File: config.mk
export PLATFORM = sky130hd
export DESIGN_NAME = cdb_arbiter
export DESIGN_NICKNAME = d
export VERILOG_FILES = /design/src/rtl/cdb_arbiter.sv
export SDC_FILE = /design/constraint.sdc
export NUM_CORES = 1
export LEC_CHECK = 0
export ABC_AREA = 1
export CAP_MARGIN = 20
export CORE_UTILIZATION = 40
export CTS_BUF_LIST = sky130_fd_sc_hd__clkbuf_4 sky130_fd_sc_hd__clkbuf_8 sky130_fd_sc_hd__clkbuf_16
export CTS_CLUSTER_DIAMETER = 150
export CTS_CLUSTER_SIZE = 25
export DETAILED_ROUTE_END_ITERATION = 7
export DONT_BUFFER_PORTS = 1
export SLEW_MARGIN = 40
export SYNTH_ARGS = -nofsm -noshare
export SYNTH_HDL_FRONTEND = slang
export SYNTH_SLANG_ARGS = --single-unit
File: constraint.sdc
create_clock -name clock -period 5.8 [get_ports clock]
set_input_delay 0.87 -clock clock [delete_from_list [all_inputs] [get_ports clock]]
set_output_delay 0.87 -clock clock [all_outputs]
set_load 0.03 [all_outputs]
File: src/rtl/cdb_arbiter.sv
// Round-robin CDB arbiter with per-FU hold slots and one branch per cycle.
// Optional stall counters: define CDB_ARB_STATS_EN.
`ifndef N_WAY
`define N_WAY 2
`endif
`ifndef CDB_BITS
`define CDB_BITS 6
`endif
`ifndef XLEN
`define XLEN 32
`endif

module cdb_arbiter #(
   parameter int N_FU  = 4,
   parameter int N_CDB = `N_WAY,
   parameter int TAG_W = `CDB_BITS
) (
   input  logic                             clock,
   input  logic                             reset,
   input  logic [N_FU-1:0]                  fu_valid,
   input  logic [N_FU-1:0][TAG_W-1:0]       fu_tag,
   input  logic [N_FU-1:0]                  fu_is_branch,
   input  logic [N_FU-1:0]                  fu_take_branch,
   input  logic [N_FU-1:0][`XLEN-1:0]       fu_br_result,
   output logic [N_FU-1:0]                  fu_ready,
   input  logic                             branch_haz,
   output logic [N_CDB-1:0]                 cdb_valid,
   output logic [N_CDB-1:0][TAG_W-1:0]      complete_dest_tag,
   output logic                             take_branch,
`ifdef CDB_ARB_STATS_EN
   output logic [`XLEN-1:0]                 br_result,
   output logic [N_FU-1:0][15:0]            stall_cnt
`else
   output logic [`XLEN-1:0]                 br_result
`endif
);

   localparam int PW = (N_FU > 1) ? $clog2(N_FU) : 1;
   typedef logic [PW-1:0] idx_t;

   logic [N_FU-1:0]                 hold_vld_q, hold_vld_d;
   logic [N_FU-1:0][TAG_W-1:0]      hold_tag_q, hold_tag_d;
   logic [N_FU-1:0]                 hold_br_q, hold_br_d;
   logic [N_FU-1:0]                 hold_tk_q, hold_tk_d;
   logic [N_FU-1:0][`XLEN-1:0]      hold_res_q, hold_res_d;
   idx_t                            rr_q, rr_d;
   logic [N_CDB-1:0]                cdb_vld_q, cdb_vld_d;
   logic [N_CDB-1:0][TAG_W-1:0]     cdb_tag_q, cdb_tag_d;
   logic                            take_q, take_d;
   logic [`XLEN-1:0]                res_q, res_d;
   logic [N_FU-1:0]                 grant;
   int                              lanes;
   int                              s;
   idx_t                            f;
   logic                            br_used;

   // Grants depend only on hold-slot state; a flush suppresses all of them.
   always_comb begin
      grant     = '0;
      rr_d      = rr_q;
      cdb_vld_d = '0;
      cdb_tag_d = '0;
      take_d    = 1'b0;
      res_d     = '0;
      lanes     = 0;
      br_used   = 1'b0;
      s         = 0;
      f         = '0;
      for (int i = 0; i < N_FU; i++) begin
         s = int'(rr_q) + i;
         if (s >= N_FU) s = s - N_FU;
         f = idx_t'(s);
         if (!branch_haz && hold_vld_q[f] && lanes < N_CDB &&
             !(hold_br_q[f] && br_used)) begin
            grant[f] = 1'b1;
            for (int k = 0; k < N_CDB; k++) begin
               if (k == lanes) begin
                  cdb_vld_d[k] = 1'b1;
                  cdb_tag_d[k] = hold_tag_q[f];
               end
            end
            if (hold_br_q[f]) begin
               br_used = 1'b1;
               take_d  = hold_tk_q[f];
               res_d   = hold_res_q[f];
            end
            lanes = lanes + 1;
            rr_d  = (s == N_FU - 1) ? '0 : idx_t'(s + 1);
         end
      end
   end

   always_comb begin
      if (!reset) fu_ready = '0;
      else if (branch_haz) fu_ready = '1;
      else fu_ready = ~hold_vld_q | grant;
   end

   // Zero-tag offers are taken off the FU but never occupy a slot.
   always_comb begin
      hold_vld_d = hold_vld_q;
      hold_tag_d = hold_tag_q;
      hold_br_d  = hold_br_q;
      hold_tk_d  = hold_tk_q;
      hold_res_d = hold_res_q;
      for (int j = 0; j < N_FU; j++) begin
         if (branch_haz) begin
            hold_vld_d[j] = 1'b0;
         end else if (fu_valid[j] && fu_ready[j] && fu_tag[j] != '0) begin
            hold_vld_d[j] = 1'b1;
            hold_tag_d[j] = fu_tag[j];
            hold_br_d[j]  = fu_is_branch[j];
            hold_tk_d[j]  = fu_take_branch[j];
            hold_res_d[j] = fu_br_result[j];
         end else if (grant[j]) begin
            hold_vld_d[j] = 1'b0;
         end
      end
   end

   always_ff @(posedge clock or negedge reset) begin
      if (!reset) begin
         hold_vld_q <= '0;
         hold_tag_q <= '0;
         hold_br_q  <= '0;
         hold_tk_q  <= '0;
         hold_res_q <= '0;
         rr_q       <= '0;
         cdb_vld_q  <= '0;
         cdb_tag_q  <= '0;
         take_q     <= 1'b0;
         res_q      <= '0;
      end else begin
         hold_vld_q <= hold_vld_d;
         hold_tag_q <= hold_tag_d;
         hold_br_q  <= hold_br_d;
         hold_tk_q  <= hold_tk_d;
         hold_res_q <= hold_res_d;
         rr_q       <= rr_d;
         cdb_vld_q  <= cdb_vld_d;
         cdb_tag_q  <= cdb_tag_d;
         take_q     <= take_d;
         res_q      <= res_d;
      end
   end

   assign cdb_valid         = cdb_vld_q;
   assign complete_dest_tag = cdb_tag_q;
   assign take_branch       = take_q;
   assign br_result         = res_q;

`ifdef CDB_ARB_STATS_EN
   logic [N_FU-1:0][15:0] stall_q, stall_d;

   always_comb begin
      stall_d = stall_q;
      for (int j = 0; j < N_FU; j++) begin
         if (hold_vld_q[j] && !grant[j] && !branch_haz &&
             stall_q[j] != 16'hFFFF)
            stall_d[j] = stall_q[j] + 16'd1;
      end
   end

   always_ff @(posedge clock or negedge reset) begin
      if (!reset) stall_q <= '0;
      else stall_q <= stall_d;
   end

   assign stall_cnt = stall_q;
`endif

endmodule

==> results_dict.tcl <==
set metrics [dict create \
    run_status "complete, no violations" \
    initial_utilization_pct 40.69 \
    post-place-ws_ns 0.4551 \
    number_of_pins_exceeding_their_max_slew_limit_in_the_final_report 0 \
    required_ns 4.93 \
    cts_tree "done" \
    worstSetupPathType "reg2out" \
    ir_worst_vdd_mv 0.3333 \
    mostFrequentLayoutCell "sky130_fd_sc_hd__nand2_1" \
    grt_max_degree 382 \
    timing.clock.skew_ns 0.01341 \
    clock_root_buffer "sky130_fd_sc_hd__clkbuf_16" \
    drtIter0Drc 986 \
    area_growth_syn_to_layout_pct 3.282 \
    floorplan.core_area_um2 33530 \
    final-hold-violation-count 0 \
    number_of_unique_standard_cell_types_used_by_synthesis 31 \
    timing.max_slew.rel_slack_pct 15.52 \
    power_density_nw_per_um2 502.2 \
    drcViolationCount 0 \
    synthesis.instances 1705 \
    chipWidth_um 186.7 \
    grt_pass1_wl_um 67200 \
    finish.cell_count_without_fillers 2058 \
    placement_rows 67 \
    num_io_pins 218 \
    synth_largest_area_cell "sky130_fd_sc_hd__dfrtp_1" \
    fmax_ghz 0.1853 \
    first_pass_detailed_route_iteration_total 5 \
    place.detailed.hpwl_um 27780 \
    timing.hold.worst.class "in2async" \
    worst_pin_slew_ns 1.267 \
    max-clock-path-buffers 3 \
    synthesis.yosys.warnings 0 \
    full_die_area_um2 34860 \
    place_congestion 0.8781 \
    synth_area_per_cell_um2 8.003 \
    synth_seq_area_share_pct 39.06 \
    layout.cells.most_common_list "sky130_fd_sc_hd__nand2_1, sky130_fd_sc_hd__mux2i_1, sky130_fd_sc_hd__dfrtp_1, sky130_fd_sc_hd__nand4_1, sky130_fd_sc_hd__nand3_1" \
    netlist_top_cells_area "sky130_fd_sc_hd__dfrtp_1, sky130_fd_sc_hd__mux2i_1, sky130_fd_sc_hd__nand2_1" \
    timing.final.setup_violations 0 \
    wire_length_per_cell_after_detailed_routing_um 21.09 \
    grt_pass1_vias 11510 \
    total_wirelength_of_the_detailed_routed_design_um 43410 \
    layout-drive-gt1-share_pct 5.175 \
    ffs_latches_synth 213 \
    crit_path_dat_ns 4.53 \
    max_cap_viol_count 0 \
    synth_fp_nets 1881 \
    fin_nets 1778 \
    cts_max_level 1 \
    finalCriticalPeriod_ns 5.397 \
    clock_sinks 213 \
    grt_antenna_before_repair 8 \
    cp_max_fo 27 \
    path_clk_slew_ns 0.11 \
    globalRoute.totalOverflow 0 \
    die_height_um 186.7 \
    cts_buffer_count 12 \
    vias 11830 \
    postRouteAntennaNets 0 \
    synthesis.area_um2 13650 \
    power.static_leakage_nw 7.036 \
    unrepaired_setup_endpoints_after_global_routing "false" \
    vias_per_instance 5.750 \
    grt_usage_pct 24.46 \
    io_buffer_count 0 \
    numPlacedInstances 2035 \
    yosys.area.top_type_share_pct 39.06 \
    setup.worst_path.end_class "output pin" \
    clock_insertion_delay_worst_skew_ns 0.49 \
    cp-start-kind "flip-flop" \
    postCtsHoldBufs 0 \
    setup_tns_ns 0 \
    final_worst_setup_slack_ns 0.4035 \
    finalCritPeriodShare_pct 93.04 \
]
[cell usage after synthesis]
cell type                    n
sky130_fd_sc_hd__nand4_1   162
sky130_fd_sc_hd__nand2_2     5
sky130_fd_sc_hd__buf_1       7
sky130_fd_sc_hd__nor2_1     85
sky130_fd_sc_hd__dfrtp_1   213
sky130_fd_sc_hd__nand3_4     4
sky130_fd_sc_hd__nor2_4      5
sky130_fd_sc_hd__ha_1        8
sky130_fd_sc_hd__nand2_1   497
sky130_fd_sc_hd__a21oi_1     5
sky130_fd_sc_hd__inv_2       6
sky130_fd_sc_hd__nor4_1      4
sky130_fd_sc_hd__or2_1       1
sky130_fd_sc_hd__nand3_2     6
sky130_fd_sc_hd__buf_6      19
sky130_fd_sc_hd__o21ai_0    88
sky130_fd_sc_hd__mux2i_1   231
sky130_fd_sc_hd__nand2_4     3
sky130_fd_sc_hd__clkinv_1    1
sky130_fd_sc_hd__a31oi_1     1
sky130_fd_sc_hd__buf_2      46
sky130_fd_sc_hd__o21ai_1    40
sky130_fd_sc_hd__nand3_1   142
sky130_fd_sc_hd__clkinv_2    1
sky130_fd_sc_hd__fa_1        1
sky130_fd_sc_hd__clkbuf_1   67
sky130_fd_sc_hd__inv_1      42
sky130_fd_sc_hd__o211ai_1    6
sky130_fd_sc_hd__and2_1      4
sky130_fd_sc_hd__nor2_2      2
sky130_fd_sc_hd__o21ai_2     3
[cell type report]
class | count | area, um2
fillers | 3390 | 19440
multi-input cells | 1303 | 7433
flip-flops and latches | 213 | 5335
well taps | 448 | 560.5
clock buffers | 14 | 332.8
inverters | 50 | 195.2
repair buffers | 22 | 182.7
clock inverters | 2 | 38.79
diodes | 6 | 15.01
[layer usage]
layer  global-route usage (%)  part of all wire, %  up-vias  wire length (um)
met1                    32.45                   44     5677             19260
met3                    4.345                  6.4       82              2765
met5                        0                0.074        -                32
met2                    39.18                   46      421             19910
met4                    10.47                  3.3        4              1438
li1                         -                    -     5650                 -
[repair_timing]
item                       CTS  global route
resized for setup            1             4
gates cloned                 0             0
buffers inserted             1             0
setup endpoints to repair    2             3
[final timing paths]
path	from	endpoint	slack [ns]	cells after the start
min in group clock	hold_br_q[3]	hold_br_q[3]	0.48	2
worst max register to register	rr_q[0]	hold_res_q[48]	0.73	22
worst min register to register	hold_br_q[3]	hold_br_q[3]	0.48	2
worst min-delay path	reset	br_result[27]	0.09	0
worst max-delay path	rr_q[0]	fu_ready[3]	0.40	19
max in group asynchronous	reset	rr_q[0]	4.55	0
[per-stage QoR]
step	util (%)	area, um2	total power [mW]	hold WS [ns]
after detailed placement	40.76	13670	6.025	0.4622
final	42.03	14090	7.077	0.09375
after floorplan	-	13650	5.166	0.4419
after CTS	41.93	14060	7.048	0.07283
after global placement	40.72	13650	5.937	0.4585
after global routing	42.02	14090	7.540	0.07015
[report_power, final]
part | total [mW] | internal (mW) | switching [mW]
clock network | 0.995 | 0.461 | 0.535
logic | 3.82 | 1.34 | 2.48
registers | 2.26 | 1.84 | 0.422
[flip-flops by register name, summed over array words and instances, names as in the netlist]
register,cells
hold_tag_q,24
rr_q,2
take_branch,1
cdb_valid,2
hold_tk_q,4
complete_dest_tag,12
hold_br_q,4
br_result,32
hold_res_q,128
hold_vld_q,4
[logic make-up after synthesis]
group	synth area share [%]
buf+inv	6.675
flops	39.06
simple gates	30.99
compound gates	5.447
mux	16.94
fa+ha+maj	0.8803
[worst max-delay path, cell delays in order (launching register included)]
cell and delay, ns:
sky130_fd_sc_hd__dfrtp_4 0.62, sky130_fd_sc_hd__inv_2 0.10, sky130_fd_sc_hd__ha_2 0.29, sky130_fd_sc_hd__clkinv_2 0.21
sky130_fd_sc_hd__nand2_1 0.08, sky130_fd_sc_hd__nand2_1 0.11, sky130_fd_sc_hd__nand3_2 0.14, sky130_fd_sc_hd__nand2_2 0.20
sky130_fd_sc_hd__inv_2 0.12, sky130_fd_sc_hd__ha_1 0.21, sky130_fd_sc_hd__nor2_1 0.15, sky130_fd_sc_hd__nand2_1 0.11
sky130_fd_sc_hd__nor2_4 0.22, sky130_fd_sc_hd__nand2_4 0.13, sky130_fd_sc_hd__fa_1 0.38, sky130_fd_sc_hd__nand3_1 0.10
sky130_fd_sc_hd__a31oi_2 0.08, sky130_fd_sc_hd__nand3_1 0.17, sky130_fd_sc_hd__nand3_4 0.26, sky130_fd_sc_hd__and2_1 0.35
(Power assumes the default switching activity.)
